## config.mk

```make
export PLATFORM = sky130hd
export DESIGN_NAME = uart_rx_bytes
export DESIGN_NICKNAME = d
export VERILOG_FILES = /design/src/rtl/uart_rx_bytes.sv
export SDC_FILE = /design/constraint.sdc
export NUM_CORES = 1
export LEC_CHECK = 0
export BUFFER_PORTS_ARGS = -buffer_cell sky130_fd_sc_hd__buf_2
export CORE_ASPECT_RATIO = 0.9
export CORE_MARGIN = 1
export CORE_UTILIZATION = 55
export DETAILED_ROUTE_END_ITERATION = 8
export HOLD_SLACK_MARGIN = 0.12
export PLACE_DENSITY = 0.73
export SETUP_SLACK_MARGIN = 0.3
export SLEW_MARGIN = 20
export SYNTH_ARGS = -nofsm -noshare
export SYNTH_HDL_FRONTEND = slang
export SYNTH_SLANG_ARGS = --single-unit
```

## constraint.sdc

```tcl
create_clock -name clk -period 2.4 [get_ports clk]
set_input_delay 0.12 -clock clk [delete_from_list [all_inputs] [get_ports clk]]
set_output_delay 0.12 -clock clk [all_outputs]
set_load 0.005 [all_outputs]
```

## src/rtl/uart_rx_bytes.sv

```systemverilog
// 8N1 UART receiver that turns the host command stream into FIFO write strobes.
// Defining UART_RX_PARITY_EN adds an even-parity bit and the parity_err output.
module uart_rx_bytes #(
  parameter int CLKS_PER_BIT = 434,
  parameter int SYNC_STAGES  = 2
) (
  input  logic       clk,
  input  logic       reset,
  input  logic       rx,
  output logic [7:0] out_data,
  output logic       out_wr,
  input  logic       out_full,
  output logic       frame_err,
  output logic       overrun,
`ifdef UART_RX_PARITY_EN
  output logic       busy,
  output logic       parity_err
`else
  output logic       busy
`endif
);

  localparam int CW = $clog2(CLKS_PER_BIT);
  localparam logic [CW-1:0] CNT_LAST = CW'(CLKS_PER_BIT - 1);
  localparam logic [CW-1:0] CNT_HALF = CW'(CLKS_PER_BIT / 2 - 1);
  localparam logic [CW-1:0] CNT_ONE  = CW'(1);

  typedef enum logic [2:0] {
    S_IDLE  = 3'd0,
    S_START = 3'd1,
    S_DATA  = 3'd2,
    S_PAR   = 3'd3,
    S_STOP  = 3'd4,
    S_BREAK = 3'd5
  } state_t;

  state_t            state_r, state_nxt;
  logic [SYNC_STAGES-1:0] sync_r;
  logic              rx_s;
  logic [CW-1:0]     cnt_r, cnt_nxt;
  logic [2:0]        bitn_r, bitn_nxt;
  logic [7:0]        shreg_r, shreg_nxt;
  logic [7:0]        data_nxt;
  logic              wr_nxt, ferr_nxt, ovr_nxt, busy_nxt;
`ifdef UART_RX_PARITY_EN
  logic              par_r, par_nxt;
  logic              perr_nxt;

  function automatic logic even_par_ok(input logic [7:0] d, input logic p);
    return ~(^{d, p});
  endfunction
`endif

  assign rx_s = sync_r[SYNC_STAGES-1];

  // Metastability chain on the raw line, preset to idle-high.
  always_ff @(posedge clk or posedge reset) begin
    if (reset) begin
      sync_r <= {SYNC_STAGES{1'b1}};
    end else begin
      sync_r <= {sync_r[SYNC_STAGES-2:0], rx};
    end
  end

  // State, counters and registered outputs.
  always_ff @(posedge clk or posedge reset) begin
    if (reset) begin
      state_r   <= S_IDLE;
      cnt_r     <= '0;
      bitn_r    <= 3'd0;
      shreg_r   <= 8'h00;
      out_data  <= 8'h00;
      out_wr    <= 1'b0;
      frame_err <= 1'b0;
      overrun   <= 1'b0;
      busy      <= 1'b0;
`ifdef UART_RX_PARITY_EN
      par_r      <= 1'b0;
      parity_err <= 1'b0;
`endif
    end else begin
      state_r   <= state_nxt;
      cnt_r     <= cnt_nxt;
      bitn_r    <= bitn_nxt;
      shreg_r   <= shreg_nxt;
      out_data  <= data_nxt;
      out_wr    <= wr_nxt;
      frame_err <= ferr_nxt;
      overrun   <= ovr_nxt;
      busy      <= busy_nxt;
`ifdef UART_RX_PARITY_EN
      par_r      <= par_nxt;
      parity_err <= perr_nxt;
`endif
    end
  end

  // Next-state and frame decisions; all samples taken at mid-bit.
  always_comb begin
    state_nxt = state_r;
    cnt_nxt   = cnt_r;
    bitn_nxt  = bitn_r;
    shreg_nxt = shreg_r;
    data_nxt  = out_data;
    wr_nxt    = 1'b0;
    ferr_nxt  = 1'b0;
    ovr_nxt   = 1'b0;
`ifdef UART_RX_PARITY_EN
    par_nxt   = par_r;
    perr_nxt  = 1'b0;
`endif
    case (state_r)
      S_IDLE: begin
        if (!rx_s) begin
          state_nxt = S_START;
          cnt_nxt   = '0;
        end else begin
          cnt_nxt   = '0;
        end
      end
      S_START: begin
        if (cnt_r == CNT_HALF) begin
          state_nxt = rx_s ? S_IDLE : S_DATA;
          cnt_nxt   = '0;
          bitn_nxt  = 3'd0;
        end else begin
          cnt_nxt   = cnt_r + CNT_ONE;
        end
      end
      S_DATA: begin
        if (cnt_r == CNT_LAST) begin
          shreg_nxt = {rx_s, shreg_r[7:1]};
          cnt_nxt   = '0;
          bitn_nxt  = bitn_r + 3'd1;
          if (bitn_r == 3'd7) begin
`ifdef UART_RX_PARITY_EN
            state_nxt = S_PAR;
`else
            state_nxt = S_STOP;
`endif
          end else begin
            state_nxt = S_DATA;
          end
        end else begin
          cnt_nxt   = cnt_r + CNT_ONE;
        end
      end
`ifdef UART_RX_PARITY_EN
      S_PAR: begin
        if (cnt_r == CNT_LAST) begin
          par_nxt   = rx_s;
          cnt_nxt   = '0;
          state_nxt = S_STOP;
        end else begin
          cnt_nxt   = cnt_r + CNT_ONE;
        end
      end
`endif
      S_STOP: begin
        if (cnt_r == CNT_LAST) begin
          cnt_nxt   = '0;
          state_nxt = S_IDLE;
          // Error priority: framing, then parity, then FIFO overrun.
          if (!rx_s) begin
            ferr_nxt  = 1'b1;
            state_nxt = S_BREAK;
`ifdef UART_RX_PARITY_EN
          end else if (!even_par_ok(shreg_r, par_r)) begin
            perr_nxt  = 1'b1;
`endif
          end else if (out_full) begin
            ovr_nxt   = 1'b1;
          end else begin
            wr_nxt    = 1'b1;
            data_nxt  = shreg_r;
          end
        end else begin
          cnt_nxt   = cnt_r + CNT_ONE;
        end
      end
      S_BREAK: begin
        cnt_nxt = '0;
        if (rx_s) begin
          state_nxt = S_IDLE;
        end else begin
          state_nxt = S_BREAK;
        end
      end
      default: begin
        state_nxt = S_IDLE;
        cnt_nxt   = '0;
      end
    endcase
    busy_nxt = (state_nxt == S_START) || (state_nxt == S_DATA) ||
               (state_nxt == S_PAR)   || (state_nxt == S_STOP);
  end

endmodule
```

== Yosys cells after proc, flatten, opt, wreduce, memory -nomap -nowiden ==
Cells that the tools add are included.
Storage, ports and cells
  flip-flop bits (word level): 37
  output and inout bits: 12
  input port bits: 4
  logic and storage cells: 60
Operators by class
  bitwise gates (word level): 1
  mux-type cells: 25
  reductions and logical operators: 9
  equality and inequality tests: 13
  add/sub/neg operators: 2
Operators by type and width (count)
  3-bit 2-to-1 mux: 8
  9-bit 2-to-1 mux: 2
  9-bit case mux with 2 select lines: 1
  3-bit case mux with 5 select lines: 1
  3-bit == test, second input constant: 4
  1-bit 2-to-1 mux: 11
  9-bit by 1-bit adder with 9-bit output, second input constant: 1
  3-bit by 2-bit == test with 1-bit output, second input constant: 3
  9-bit by 8-bit == test with 1-bit output, second input constant: 1
  9-bit == test, second input constant: 1
  3-bit by 1-bit == test with 1-bit output, second input constant: 2
  3-bit case mux with 2 select lines: 1
  2-bit != test, second input constant: 2
  4-bit AND reduction: 1
  3-bit by 1-bit adder with 3-bit output, second input constant: 1
  3-bit logical NOT: 1
  1-bit logical OR: 3
  3-bit AND reduction: 1
  2-bit 2-to-1 mux: 1
  2-bit AND reduction: 1
  2-bit nonzero test: 1
  2-bit OR reduction: 1
  1-bit NOT: 1

== Depth between registers and ports, before layout ==
  depth after elaboration: 8
  gate-level depth with buffers: 8
  mapped depth without buffers: 6

== Least setup slack after synthesis ==
No wires, ideal clock.
  path type: register -> register
  start: register cnt_r[1]
  end: register out_data[0]
  arrival: 1.635 ns
  buffers on the path: 0
  library setup time: 0.125 ns
  clock period less this slack: 1.760 ns
  stages on the path, launching flop included: 7
  slack: 0.640 ns
  data required time: 2.275 ns
  cells stage by stage: dfrtp_1 > inv_1 > ha_1 > and4bb_4 > nand4_4 > nor3_4 > mux2_2
Between the ends
  cells in the longest elaborated chain, start to end: 2
RTL lines
  from (decl): RTL line 40  | logic [CW-1:0] cnt_r, cnt_nxt;
  from (signal assigned): RTL line 83  | cnt_r <= cnt_nxt;
  9-bit == test: RTL line 160  | if (cnt_r == CNT_LAST) begin
  4-bit AND reduction (no source line)
  to (signal assigned): RTL line 86  | out_data <= data_nxt;
  to (decl): RTL line 10  | output logic [7:0] out_data,
Every way passes these cells.
A chain may end at the register's enable or synchronous reset.

== Worst setup path in the final report ==
  start: register state_r[0]
  end: register shreg_r[3]
Between the ends
  cells in the longest elaborated chain, start to end: 2
RTL lines
  from (decl): RTL line 37  | state_t state_r, state_nxt;
  from (signal assigned): RTL line 82  | state_r <= state_nxt;
  3-bit by 2-bit == test with 1-bit output: RTL line 112  | case (state_r)
  2-bit AND reduction (no source line)
  to (signal assigned): RTL line 85  | shreg_r <= shreg_nxt;
  to (decl): RTL line 42  | logic [7:0] shreg_r, shreg_nxt;
Every way passes these cells.

==> impl_metrics.json <==
{
  "placementRows": 18,
  "vias_per_cell": 5.36,
  "async_flop_share_pct": 100,
  "cts_resized": 0,
  "netlist_instances": 132,
  "hold_slack_ns": 0.361,
  "fin_worst_skew_ns": 0.00965,
  "hold_end": "sync_r[1]",
  "grt_use_total_pct": 18.8,
  "relSlewSlack_pct": 70.6,
  "cts_buffers": 5,
  "synth_top_family_by_area": "simple AND/OR/NAND/NOR gates",
  "combPwrFrac_pct": 2.2,
  "yosys.area.top_type": "dfrtp_1",
  "power.total_mw": 0.951,
  "intPower_mw": 0.747,
  "switching_share_pct": 21.4,
  "tightest_slew_ns": 0.440,
  "syn_avg_cell_area_um2": 12.5,
  "path_clk_slew_ns": 0.10,
  "worstPathCellList": "nor3b_1, and3_1, buf_4, mux2_2",
  "final_nets": 163,
  "syn_area_um2": 1660,
  "timing.rr.end": "shreg_r[3]",
  "cts_hold_buf": 3,
  "cp_slowest_stage_delay_ns": 0.49,
  "rsz0062_at_grt": "no",
  "arrival_ns": 2.19,
  "layout-drive-gt1-share_pct": 31.0,
  "htree_levels": 2,
  "clk_latency_ns": 0.33,
  "firstDrtPassIters": 4,
  "area.growth.synth_to_final_pct": 11.2,
  "core-area_um2": 2790,
  "synth.most_common_cell": "dfrtp_1",
  "initial_utilization_pct": 59.3,
  "dieArea_um2": 3230,
  "synthAdderAreaFrac_pct": 3.78,
  "p_clk_share_pct": 31.7,
  "hold_violations": 0,
  "die_w_um": 59.8,
  "root_buffer": "clkbuf_4",
  "clockBufferDepth": 2,
  "ys_ff_latch": 37,
  "cp-start-kind": "register",
  "crit_path_end_kind": "register",
  "synth_warnings": 0,
  "r2r_cells": 4,
  "synth-edff-count": 0,
  "synthSimpleGateAreaFrac_pct": 15.0,
  "hp-start": "sync_r[0]",
  "grt_max_degree": 38,
  "power_leakage_nw": 0.918,
  "port_buffers": 15,
  "period_share_pct": 82.2,
  "ios": 16,
  "hold_class": "reg -> reg",
  "sequentialPowerShare_pct": 66.0,
  "slowest_stage": "dfrtp_1",
  "gr-total-overflow": 0,
  "die_h_um": 54.0,
  "fin_crit_ns": 1.97,
  "grt_pass1_wl_mm": 4.30,
  "cp_max_fo": 10,
  "cts_tree": "built",
  "ys_types": 33,
  "p_sw_mw": 0.203,
  "wirelength_mm": 2.60,
  "status": "complete, no violations",
  "drv_slew": 0,
  "synth-main-ff-cell": "dfrtp_1",
  "wire_per_inst_um": 13.3,
  "synthTopCellsByArea": "dfrtp_1, mux2_2, ha_1, dfstp_2, xnor2_1",
  "hpwl_mm": 1.81,
  "vias": 1046,
  "ant_nets": 0,
  "drv_cap": 0,
  "setup_viol": 0,
  "synth_nets": 141,
  "drc_errors": 0,
  "r2r_setup_slack_ns": 0.43,
  "hold_depth": 0,
  "first_global_vias": 947,
  "worstPathRequired_ns": 2.62,
  "rr_startpoint": "state_r[0]",
  "peakVddDrop_mv": 0.373,
  "fin_tns_setup_ns": 0,
  "gp_congestion": 0.788,
  "diodes": 0,
  "antenna_found_initial": 0,
  "synth_mux_area_share_pct": 11.6,
  "drtIter0Drc": 79,
  "clock.fmax_mhz": 507,
  "clock-sinks": 37,
  "synth_top_area_share_pct": 52.9,
  "synth_commonest_cells": "dfrtp_1, mux2_2, nor2_1, inv_1, xnor2_1",
  "cts_setup_buffers": 0,
  "ys_seq_area_share_pct": 56.1,
  "path_class": "reg -> reg",
  "synth_compound_area_share_pct": 5.59,
  "p_per_area_nw_per_um2": 517,
  "synth-xor-area-share_pct": 4.23,
  "postLayoutCoreUtil_pct": 65.9
}
==> worst max path at each step <==
stage                     from     endpoint  slack [ns]  cells after the start
floorplan             cnt_r[1]  out_data[0]        0.64                      6
global placement    state_r[0]   shreg_r[5]        0.49                      4
detailed placement  state_r[0]   shreg_r[3]        0.46                      4
CTS                   cnt_r[1]  out_data[5]        0.45                      6
global route          cnt_r[1]  out_data[5]        0.37                      6
finish              state_r[0]   shreg_r[3]        0.43                      4
==> placed cells by master (no fill, tap or decap), types with 2 or more instances in the layout <==
cell type	netlist	routed
ha_1	5	5
mux2_2	17	17
buf_2	1	15
dfrtp_1	35	35
a21oi_1	2	2
nor3_1	3	3
dfstp_2	2	2
clkbuf_4	0	5
a22o_1	2	2
nand4_1	2	2
o21ai_0	3	3
buf_4	0	2
a211o_1	2	2
nor2_1	13	13
and3_1	4	4
nand2_1	5	5
clkbuf_1	2	2
nand3_1	4	4
xor2_1	2	2
dlygate4sd3_1	0	3
inv_1	7	7
xnor2_1	6	6
==> power groups by stage <==
| stage | Clock, mW | Combinational (mW) | Sequential (mW) |
|---|---|---|---|
| 2_1_floorplan | 0 | 0.0106 | 0.639 |
| 3_3_place_gp | 0 | 0.0181 | 0.640 |
| 3_5_place_dp | 0 | 0.0187 | 0.640 |
| 4_1_cts | 0.314 | 0.0224 | 0.628 |
| 5_1_grt | 0.339 | 0.0251 | 0.628 |
| 6_report | 0.301 | 0.0213 | 0.628 |
==> logic make-up (layout without fill, tap and decap cells) <==
group / after synthesis / after routing
multiplexers: 17 / 17
buffers and inverters: 12 / 35
flip-flops: 37 / 37
XOR/XNOR: 8 / 8
AND/OR/NAND/NOR: 40 / 40
adder cells (fa/ha/maj): 5 / 5
AO/OA/AOI/OAI: 13 / 13
==> worst max-delay path, delay by kind of cell (launching register included) <==
kind | cells | cell delay, ns
simple gates | 2 | 0.81
flops | 1 | 0.49
buf+inv | 1 | 0.22
mux | 1 | 0.34
==> per-layer routing <==
layer  up-vias  routed length (um)  GRT usage [%]
met3         6                 125           6.73
met2        23                1160           27.0
li1        505                   -              -
met4         0                  42           8.91
met1       512                1280           25.3
met5         -                   0              0
==> per-stage QoR <==
step / area (um^2) / instances / setup WS, ns
global placement: 1760 / 184 / 0.491
detailed placement: 1760 / 184 / 0.457
global route: 1840 / 195 / 0.372
finish: 1840 / 195 / 0.426
floorplan: 1660 / 132 / 0.640
CTS: 1840 / 195 / 0.446
==> registers in the layout, indices dropped and copies added (netlist names) <==
signal     cells
cnt_r          9
out_data       8
shreg_r        8
bitn_r         3
state_r        3
sync_r         2
busy           1
frame_err      1
out_wr         1
overrun        1
==> final cells by class <==
cell class	count	area [um^2]
inverters	7	26.3
clock buffers	7	45.0
well taps	40	50.0
multi-input cells	83	666
repair buffers	20	120
clock inverters	1	5.00
flip-flops and latches	37	928
fillers	232	952
Note: power is estimated with default switching activity, not from simulation.
